## src/rtl/systolic_pkg.sv

```systemverilog
// Shared helpers for the systolic array datapath: result-lane width,
// ceiling log2 and packed-row lane addressing.
package systolic_pkg;

    localparam int DEFAULT_DATA_WIDTH = 4;

    function automatic int sumWidth(input int dataWidth);
        return dataWidth * dataWidth;
    endfunction

    function automatic int clog2(input int value);
        int result;
        int remaining;
        result    = 0;
        remaining = value - 1;
        while (remaining > 0) begin
            result    = result + 1;
            remaining = remaining >> 1;
        end
        return result;
    endfunction

    function automatic int laneLsb(input int lane, input int laneWidth);
        return lane * laneWidth;
    endfunction

    localparam int DEFAULT_SUM_WIDTH = sumWidth(DEFAULT_DATA_WIDTH);

    typedef logic signed [DEFAULT_SUM_WIDTH-1:0] sumLane_t;

endpackage

```

## src/rtl/systolic_drain_if.sv

```systemverilog
// Bundle between the array's skewed output row, the drain and the consumer of
// aligned rows. The array side is the master, the drain is the slave.
interface systolic_drain_if
    import systolic_pkg::*;
#(
    parameter int ARRAY_SIZE = 4,
    parameter int DATA_WIDTH = 4,
    parameter int FIFO_DEPTH = 4
);
    localparam int ROW_WIDTH = ARRAY_SIZE * sumWidth(DATA_WIDTH);
    localparam int CNT_WIDTH = clog2(FIFO_DEPTH) + 1;

    logic                 in_valid;
    logic [ROW_WIDTH-1:0] sum_in;
    logic                 in_ready;
    logic                 out_valid;
    logic                 out_ready;
    logic [ROW_WIDTH-1:0] out_row;
    logic [CNT_WIDTH-1:0] count;
    logic                 overflow;

    modport master (
        output in_valid,
        output sum_in,
        output out_ready,
        input  in_ready,
        input  out_valid,
        input  out_row,
        input  count,
        input  overflow
    );

    modport slave (
        input  in_valid,
        input  sum_in,
        input  out_ready,
        output in_ready,
        output out_valid,
        output out_row,
        output count,
        output overflow
    );

endinterface

```

## src/rtl/sum_delay_line.sv

```systemverilog
// Fixed-latency register chain for one result lane; a DEPTH of zero is a plain wire.
module sum_delay_line #(
    parameter int DEPTH = 1,
    parameter int WIDTH = 16
) (
    input  logic             clk,
    input  logic             reset,
    input  logic [WIDTH-1:0] i_data,
    output logic [WIDTH-1:0] o_data
);

    if (DEPTH == 0) begin : g_wire
        logic w_unusedClockReset;
        assign w_unusedClockReset = clk ^ reset;
        assign o_data = i_data;
    end else begin : g_chain
        logic [WIDTH-1:0] r_stage [DEPTH];

        always_ff @(posedge clk) begin
            if (reset) begin
                for (int i = 0; i < DEPTH; i++) begin
                    r_stage[i] <= '0;
                end
            end else begin
                r_stage[0] <= i_data;
                for (int i = 1; i < DEPTH; i++) begin
                    r_stage[i] <= r_stage[i-1];
                end
            end
        end

        assign o_data = r_stage[DEPTH-1];
    end

endmodule

```

## src/rtl/systolic_drain.sv

```systemverilog
// De-skews the time-skewed bottom row of the systolic array into aligned rows and
// buffers them in a small FIFO. Define SYSTOLIC_DRAIN_RELU_EN to clamp negative output lanes to zero.
module systolic_drain
    import systolic_pkg::*;
#(
    parameter int ARRAY_SIZE = 4,
    parameter int DATA_WIDTH = 4,
    parameter int FIFO_DEPTH = 4
) (
    input logic             clk,
    input logic             reset,
    systolic_drain_if.slave bus
);

    localparam int SUM_WIDTH = sumWidth(DATA_WIDTH);
    localparam int ROW_WIDTH = ARRAY_SIZE * SUM_WIDTH;
    localparam int PTR_WIDTH = clog2(FIFO_DEPTH);
    localparam int CNT_WIDTH = PTR_WIDTH + 1;
    localparam int SR_LEN    = ARRAY_SIZE - 1;

    logic [ROW_WIDTH-1:0] w_alignedRow;
    logic [ROW_WIDTH-1:0] w_head;
    logic [SR_LEN-1:0]    r_validSr;
    logic [ROW_WIDTH-1:0] r_mem [FIFO_DEPTH];
    logic [PTR_WIDTH-1:0] r_wrPtr;
    logic [PTR_WIDTH-1:0] r_rdPtr;
    logic [CNT_WIDTH-1:0] r_count;
    logic                 r_overflow;
    logic                 w_push;
    logic                 w_pop;
    logic                 w_full;
    logic                 w_notEmpty;
    logic                 w_write;
    logic                 w_drop;
    int                   w_inflight;

    // Lane j arrives j cycles late, so it is delayed by the remaining skew.
    for (genvar j = 0; j < ARRAY_SIZE; j++) begin : g_lane
        sum_delay_line #(
            .DEPTH (ARRAY_SIZE - 1 - j),
            .WIDTH (SUM_WIDTH)
        ) u_delay (
            .clk    (clk),
            .reset  (reset),
            .i_data (bus.sum_in[laneLsb(j, SUM_WIDTH) +: SUM_WIDTH]),
            .o_data (w_alignedRow[laneLsb(j, SUM_WIDTH) +: SUM_WIDTH])
        );
    end

    always_ff @(posedge clk) begin
        if (reset) begin
            r_validSr <= '0;
        end else begin
            r_validSr[0] <= bus.in_valid;
            for (int i = 1; i < SR_LEN; i++) begin
                r_validSr[i] <= r_validSr[i-1];
            end
        end
    end

    always_comb begin
        w_inflight = 0;
        for (int i = 0; i < SR_LEN; i++) begin
            w_inflight = w_inflight + int'(r_validSr[i]);
        end
    end

    assign w_push     = r_validSr[SR_LEN-1];
    assign w_full     = (r_count == CNT_WIDTH'(FIFO_DEPTH));
    assign w_notEmpty = (r_count != '0);
    assign w_pop      = w_notEmpty && bus.out_ready;
    // A pop frees the slot in the same edge, so a full FIFO still accepts the push.
    assign w_write    = w_push && (!w_full || w_pop);
    assign w_drop     = w_push && w_full && !w_pop;

    always_ff @(posedge clk) begin
        if (reset) begin
            for (int i = 0; i < FIFO_DEPTH; i++) begin
                r_mem[i] <= '0;
            end
            r_wrPtr    <= '0;
            r_rdPtr    <= '0;
            r_count    <= '0;
            r_overflow <= 1'b0;
        end else begin
            if (w_write) begin
                r_mem[r_wrPtr] <= w_alignedRow;
                r_wrPtr        <= r_wrPtr + PTR_WIDTH'(1);
            end
            if (w_pop) begin
                r_rdPtr <= r_rdPtr + PTR_WIDTH'(1);
            end
            if (w_write && !w_pop) begin
                r_count <= r_count + CNT_WIDTH'(1);
            end else if (!w_write && w_pop) begin
                r_count <= r_count - CNT_WIDTH'(1);
            end
            if (w_drop) begin
                r_overflow <= 1'b1;
            end
        end
    end

    assign w_head       = r_mem[r_rdPtr];
    assign bus.in_ready  = (int'(r_count) + w_inflight) < FIFO_DEPTH;
    assign bus.out_valid = w_notEmpty;
    assign bus.count     = r_count;
    assign bus.overflow  = r_overflow;

`ifdef SYSTOLIC_DRAIN_RELU_EN
    always_comb begin
        bus.out_row = w_head;
        for (int j = 0; j < ARRAY_SIZE; j++) begin
            if (w_head[laneLsb(j, SUM_WIDTH) + SUM_WIDTH - 1]) begin
                bus.out_row[laneLsb(j, SUM_WIDTH) +: SUM_WIDTH] = '0;
            end
        end
    end
`else
    assign bus.out_row = w_head;
`endif

endmodule

```

## src/flat_wrapper.sv

```systemverilog
// flat-port wrapper written by rule: the top's interface ports become plain ports
module systolic_drain_flat import systolic_pkg::*;
#(
    parameter int ARRAY_SIZE = 4,
    parameter int DATA_WIDTH = 4,
    parameter int FIFO_DEPTH = 4
)
  (clk, reset, bus_in_valid, bus_sum_in, bus_out_ready, bus_in_ready, bus_out_valid, bus_out_row, bus_count, bus_overflow);
  systolic_drain_if #(.ARRAY_SIZE(ARRAY_SIZE), .DATA_WIDTH(DATA_WIDTH), .FIFO_DEPTH(FIFO_DEPTH)) bus_i ();
  input logic clk;
  input logic reset;
  input wire logic [$bits(bus_i.in_valid)-1:0] bus_in_valid;
  input wire logic [$bits(bus_i.sum_in)-1:0] bus_sum_in;
  input wire logic [$bits(bus_i.out_ready)-1:0] bus_out_ready;
  output wire logic [$bits(bus_i.in_ready)-1:0] bus_in_ready;
  output wire logic [$bits(bus_i.out_valid)-1:0] bus_out_valid;
  output wire logic [$bits(bus_i.out_row)-1:0] bus_out_row;
  output wire logic [$bits(bus_i.count)-1:0] bus_count;
  output wire logic [$bits(bus_i.overflow)-1:0] bus_overflow;
  assign bus_i.in_valid = bus_in_valid;
  assign bus_i.sum_in = bus_sum_in;
  assign bus_i.out_ready = bus_out_ready;
  assign bus_in_ready = bus_i.in_ready;
  assign bus_out_valid = bus_i.out_valid;
  assign bus_out_row = bus_i.out_row;
  assign bus_count = bus_i.count;
  assign bus_overflow = bus_i.overflow;
  systolic_drain #(.ARRAY_SIZE(ARRAY_SIZE), .DATA_WIDTH(DATA_WIDTH), .FIFO_DEPTH(FIFO_DEPTH)) u_core (.clk(clk), .reset(reset), .bus(bus_i));
endmodule
```

## config.mk

```make
export PLATFORM = sky130hd
export DESIGN_NAME = systolic_drain_flat
export DESIGN_NICKNAME = d
export VERILOG_FILES = /design/src/rtl/systolic_pkg.sv /design/src/rtl/systolic_drain_if.sv /design/src/rtl/sum_delay_line.sv /design/src/rtl/systolic_drain.sv /design/src/flat_wrapper.sv
export SDC_FILE = /design/constraint.sdc
export NUM_CORES = 1
export LEC_CHECK = 0
export ABC_AREA = 1
export BUFFER_PORTS_ARGS = -buffer_cell sky130_fd_sc_hd__buf_2
export CORE_ASPECT_RATIO = 1.75
export CORE_MARGIN = 4
export CORE_UTILIZATION = 55
export CTS_BUF_LIST = sky130_fd_sc_hd__clkbuf_2 sky130_fd_sc_hd__clkbuf_4 sky130_fd_sc_hd__clkbuf_8
export CTS_CLUSTER_DIAMETER = 80
export DETAILED_ROUTE_END_ITERATION = 8
export GPL_TIMING_DRIVEN = 0
export PLACE_DENSITY_LB_ADDON = 0.12
export SETUP_SLACK_MARGIN = 0.02
export SYNTH_ARGS = -nofsm -noshare
export SYNTH_HDL_FRONTEND = slang
export SYNTH_SLANG_ARGS = --single-unit
```

## constraint.sdc

```tcl
create_clock -name clk -period 12.5 [get_ports clk]
set_clock_uncertainty 0.15 [all_clocks]
set_input_delay 0 -clock clk [delete_from_list [all_inputs] [get_ports clk]]
set_output_delay 0 -clock clk [all_outputs]
set_load 0.02 [all_outputs]
```

* Yosys cells after proc, flatten, opt, wreduce, memory -nomap -nowiden
Memory sizes are Yosys's and may differ from the RTL's. A register that Yosys moved wholly into a read port is not among the register bits. Cells that the tools add are included.
Word-level totals: memory bits (writable) 352, output and inout port bits 70, register bits after elaboration 11, memories 4, logic and storage cells 57
Cells by class: multiplexer cells 20, bitwise logic cells 5, $add $sub $neg 7, reduce and logical (&&, ||, !) cells 14, equality and inequality tests 1, magnitude comparators 1
Memories:
- u_core.r_mem | words 4, bits a word 64, rd ports 1, clocked after Yosys merged registers in 1, wr ports 4, line systolic_drain.sv:24 | logic [ROW_WIDTH-1:0] r_mem [FIFO_DEPTH];
- u_core.g_lane[0].u_delay.g_chain.r_stage | words 3, bits a word 16, rd ports 3, clocked after Yosys merged registers in 0, wr ports 3, line sum_delay_line.sv:17 | logic [WIDTH-1:0] r_stage [DEPTH];
- u_core.g_lane[1].u_delay.g_chain.r_stage | words 2, bits a word 16, rd ports 2, clocked after Yosys merged registers in 0, wr ports 2, line sum_delay_line.sv:17
- u_core.g_lane[2].u_delay.g_chain.r_stage | words 1, bits a word 16, rd ports 1, clocked after Yosys merged registers in 0, wr ports 1, line sum_delay_line.sv:17
Operator list (number):
- $mux W16 | 6
- $mux W64 | 1
- $reduce_or A64 Y1 | 1
- $add A32 B2 Y32 | 1
- $add A4 B32 Y32 | 1
- $lt A32 B4 Y1 const B | 1
- $reduce_or A16 Y1 | 1
- $mux W1 | 8
- $logic_and A1 B1 Y1 | 6
- $mux W2 | 3
- $mux W3 | 2
- $or A1 B1 Y1 | 5
- $add A2 B1 Y2 const B | 2
- $add A3 B1 Y3 const B | 1
- $eq A3 B3 Y1 const B | 1
- $logic_not A1 Y1 | 3
- $reduce_bool A3 Y1 | 1
- $sub A3 B1 Y3 const B | 1
- $add A1 B1 Y2 | 1
- $reduce_bool A2 Y1 | 1
- $logic_or A1 B1 Y1 | 1

* Depth between registers and ports, before layout
depth in word-level cells 9, gate-level depth with buffers 11, mapped depth without buffers 11

* Hierarchy
A second synthesis with hierarchy kept.
Second synthesis, totals: cells, all modules 1468, area total of the unflattened synthesis 15537.4 µm²
By module, submodules not included:
- systolic_drain | cells an instance 1122, seq. area each 7947.6 µm², area an instance 12423.2 µm², times used 1
- sum_delay_line at u_core.g_lane[0].u_delay | cells an instance 165, seq. area each 960.9 µm², area an instance 1485.2 µm², times used 1
- sum_delay_line at u_core.g_lane[1].u_delay | cells an instance 115, seq. area each 640.6 µm², area an instance 1034.7 µm², times used 1
- sum_delay_line at u_core.g_lane[2].u_delay | cells an instance 50, seq. area each 320.3 µm², area an instance 474.2 µm², times used 1
- sum_delay_line at u_core.g_lane[3].u_delay | cells an instance 16, seq. area each 0.0 µm², area an instance 120.1 µm², times used 1

* Worst setup path before layout
Ideal clock, no wire load.
path kind register to register, from reg u_core.r_count[0] (netlist: u_core.bus.count[0]), to mem u_core.r_mem[0][0] (netlist name) (enable), period minus slack after synthesis 6.281 ns, slack 6.219 ns, required time 11.776 ns, arrival time 5.556 ns, cell stages (with the launch flop) 6, setup time 0.574 ns, cell sequence dfxtp_1 nor2_2 nand2_4 nand4_1 buf_2 o21ai_0
RTL lines:
- start: declaration | line systolic_drain.sv:27 | logic [CNT_WIDTH-1:0] r_count;
- start signal: assignment | line systolic_drain.sv:94 | r_count <= r_count + CNT_WIDTH'(1);
- start signal: assignment | line systolic_drain.sv:96 | r_count <= r_count - CNT_WIDTH'(1);
- end: declaration | line systolic_drain.sv:24

==> impl_metrics.tcl <==
set metrics [dict create \
    status "complete, no violations" \
    power_frac_comb_pct 24.6 \
    ys_warn_count 0 \
    clock_power_share_pct 31.1 \
    die_width_um 133 \
    synthSimpleGateAreaFrac_pct 16.9 \
    n_antenna_cell 0 \
    grt-ovfl-total 0 \
    dieArea_mm2 0.0301 \
    slew_headroom_pct 37.0 \
    grt-busiest-layer "met2" \
    synthXorXnorAreaFrac_pct 0.117 \
    cap_violations 0 \
    crit_slowest_cell "clkbuf_1" \
    synth-compound-area-share_pct 7.42 \
    yosysTopAreaCell "edfxtp_1" \
    io_buffers 137 \
    drc 0 \
    max_freq_mhz 363 \
    ys_ff_latch 365 \
    synth_commonest_cells "286 x nor2_1, 256 x edfxtp_1, 237 x inv_1" \
    synth-edff-count 256 \
    initial_utilization_pct 56.0 \
    cts_resized 0 \
    finalInstanceArea_mm2 0.0186 \
    final_antenna_net_count 0 \
    grt_pass1_wl_um 57700 \
    grt_use_total_pct 24.7 \
    mappedNetlistArea_mm2 0.0150 \
    nFillCells 2037 \
    antenna_found_initial 0 \
    rows 79 \
    start_kind "flop" \
    fin_setup_tns_ns 0 \
    place_hpwl_um 23700 \
    grt_max_degree 26 \
    grt_use_met3_pct 3.71 \
    setup_viol 0 \
    cp_common_cell "buf_2" \
    hold_viol 0 \
    final_layout_size_suffix_gt1_share_pct 23.2 \
    cts_hold_buf 111 \
    drtPass1Iterations 5 \
    synth.top_cell.area_share_pct 51.3 \
    cts_buffer_depth 3 \
    final_util_pct 69.4 \
    post_cts_buffers 0 \
    grt_pass1_vias 11100 \
    num_vias 10900 \
    clock_tree.root_cell "clkbuf_8" \
    finalWeightedCongestion 0.788 \
    leakage_nw 8.26 \
    cp_max_fo 10 \
    grt_setup_unrepaired "false" \
    numCtsBuffers 50 \
    power_density_mw_per_mm2 167 \
    tritoncts "built" \
    slew_violations 0 \
    clock-sinks 365 \
    min_path_type "in -> reg" \
    path_buf_inv 5 \
    intPower_mw 2.11 \
    drtIter0Drc 756 \
    post-route-period-util_pct 22.1 \
    avgViaCountPerCell 5.09 \
    fin_crit_ns 2.76 \
    use_met2_pct 47.1 \
    crit_family "buffers and inverters" \
    crit_arrival_ns 2.61 \
    synth.most_common_cell "nor2_1" \
    cts-htree-levels 2 \
    ys_async_sr_fraction_pct 0 \
    totalWireLength_um 37100 \
    clkLatencyLatePin_ns 0.60 \
    syn-instance-count 1419 \
    seq_area_frac_synth_pct 65.8 \
    core_area_mm2 0.0268 \
    end_kind "output port" \
    synthTopCellsByArea "edfxtp_1 51%, dfxtp_1 15%, nor2_1 7.2%" \
    met1_usage_pct 27.8 \
    p_seq_share_pct 44.3 \
    clkTransAtPathRegs_ns 0.07 \
    p_sw_mw 0.992 \
    synth_top_family_by_area "simple AND/OR/NAND/NOR gates" \
    syn-num-nets 1492 \
    fin_nets 1801 \
    synth_mux_area_share_pct 0 \
    synth.distinct_cells 27 \
    io_pins 138 \
    vdd_ir_drop_max_mv 0.0997 \
    cp.required_ns 12.35 \
    wl_per_cell_um 17.4 \
    die_h_um 226 \
    worst_slew_pin_slew_ns 0.941 \
    netSwitchingFraction_pct 32.0 \
    avgSynthCellArea_um2 10.6 \
    synth_top_flop_cell "edfxtp_1" \
    worstPathCellList "buf_4, inv_2, buf_2, clkbuf_1, o21ai_0, o22ai_1, buf_2" \
    slowest_delay_ns 0.45 \
    synthAdderAreaFrac_pct 0.467 \
    placed_area_mm2 0.0164 \
    area_delta_synth_final_pct 23.9 \
    crit_type "reg -> out" \
]
metrics by stage:
| stage | hold WS [ns] | total power, mW | cells | worst slack, ns |
|---|---|---|---|---|
| finish | 0.0393 | 3.10 | 2134 | 9.74 |
| global route | 0.0403 | 3.23 | 2134 | 9.60 |
| CTS | 0.000792 | 3.11 | 2134 | 9.72 |
| detailed placement | 0.0562 | 2.14 | 1929 | 9.75 |
| global placement | 0.0485 | 2.13 | 1920 | 2.02 |
| floorplan | -0.0430 | 1.85 | 1419 | 6.22 |
flip-flops by register name (all words and copies together) (netlist names), named ones only:
signal                                 cells
u_core.r_mem                             256
u_core.g_lane.u_delay.g_chain.r_stage     96
u_core.r_rdPtr                             2
u_core.r_validSr                           3
u_core.bus.overflow                        1
u_core.bus.count                           3
u_core.r_wrPtr                             2
power by group through the flow:
stage	Sequential, mW	Clock [mW]	Combinational, mW
2_1_floorplan	1.40	0	0.448
6_report	1.37	0.964	0.764
4_1_cts	1.37	0.977	0.766
3_3_place_gp	1.41	0	0.720
3_5_place_dp	1.40	0	0.739
5_1_grt	1.38	1.03	0.828
final cells by class:
type                       count  area (um2)  area share (%)
sequential                   365        9870            53.1
multi-input combinational    725        3790            20.4
timing repair buffer         257        1990            10.7
clock buffer                  80         995            5.35
inverter                     240         901            4.85
buffer                        89         487            2.62
tap                          364         455            2.45
clock inverter                14        91.3           0.492
worst reg2reg max path: cells and delay by family (launching register included):
kind	cells	cell delay (ns)
AOI/OAI and AO/OA	1	0.58
and+or+nand+nor	1	0.21
DFF	1	0.31
buffers and inverters	4	1.16
per-layer routing:
metal	share of wire [%]	routed length, um
met2	54	20200
met5	0	0
met3	5.6	2060
met4	2.9	1100
met1	37	13800
cell usage in the layout (no fill, tap or decap), types with 4 or more instances in the layout:
master / synthesis / layout
nand2_4: 42 / 42
nand2_1: 34 / 34
nor2_2: 82 / 82
clkbuf_1: 49 / 49
dlygate4sd3_1: 0 / 111
nor2_1: 286 / 286
buf_2: 28 / 165
buf_12: 4 / 11
nor3_1: 64 / 64
ha_1: 4 / 4
inv_1: 237 / 237
dfxtp_1: 109 / 109
edfxtp_1: 256 / 256
buf_6: 6 / 6
clkinv_2: 0 / 10
o21ai_0: 135 / 131
clkbuf_8: 0 / 63
o22ai_1: 64 / 64
o21ai_4: 0 / 4
clkbuf_4: 0 / 17
cell families (layout without fill, tap and decap cells):
family	after synthesis	in the layout
buf+inv	329	680
flops	365	365
simple gates	513	513
xor+xnor	2	2
fa+ha+maj	5	5
compound gates	205	205
path summary, 6_finish.rpt:
| kind | startpoint | cells past startpoint | slack (ns) | end |
|---|---|---|---|---|
| worst max-delay path | flop | 7 | 9.74 | bus_out_row[12] |
| worst min-delay path | bus_sum_in[23] | 4 | 0.04 | u_core.g_lane[1].u_delay.g_chain.r_stage[0][7] |
| worst max register to register | u_core.r_wrPtr[1] | 6 | 9.76 | u_core.r_mem[3][9] |
| worst min register to register | u_core.g_lane[1].u_delay.g_chain.r_stage[0][4] | 2 | 0.25 | u_core.g_lane[1].u_delay.g_chain.r_stage[0][20] |
Power figures use the tool's default switching activity.
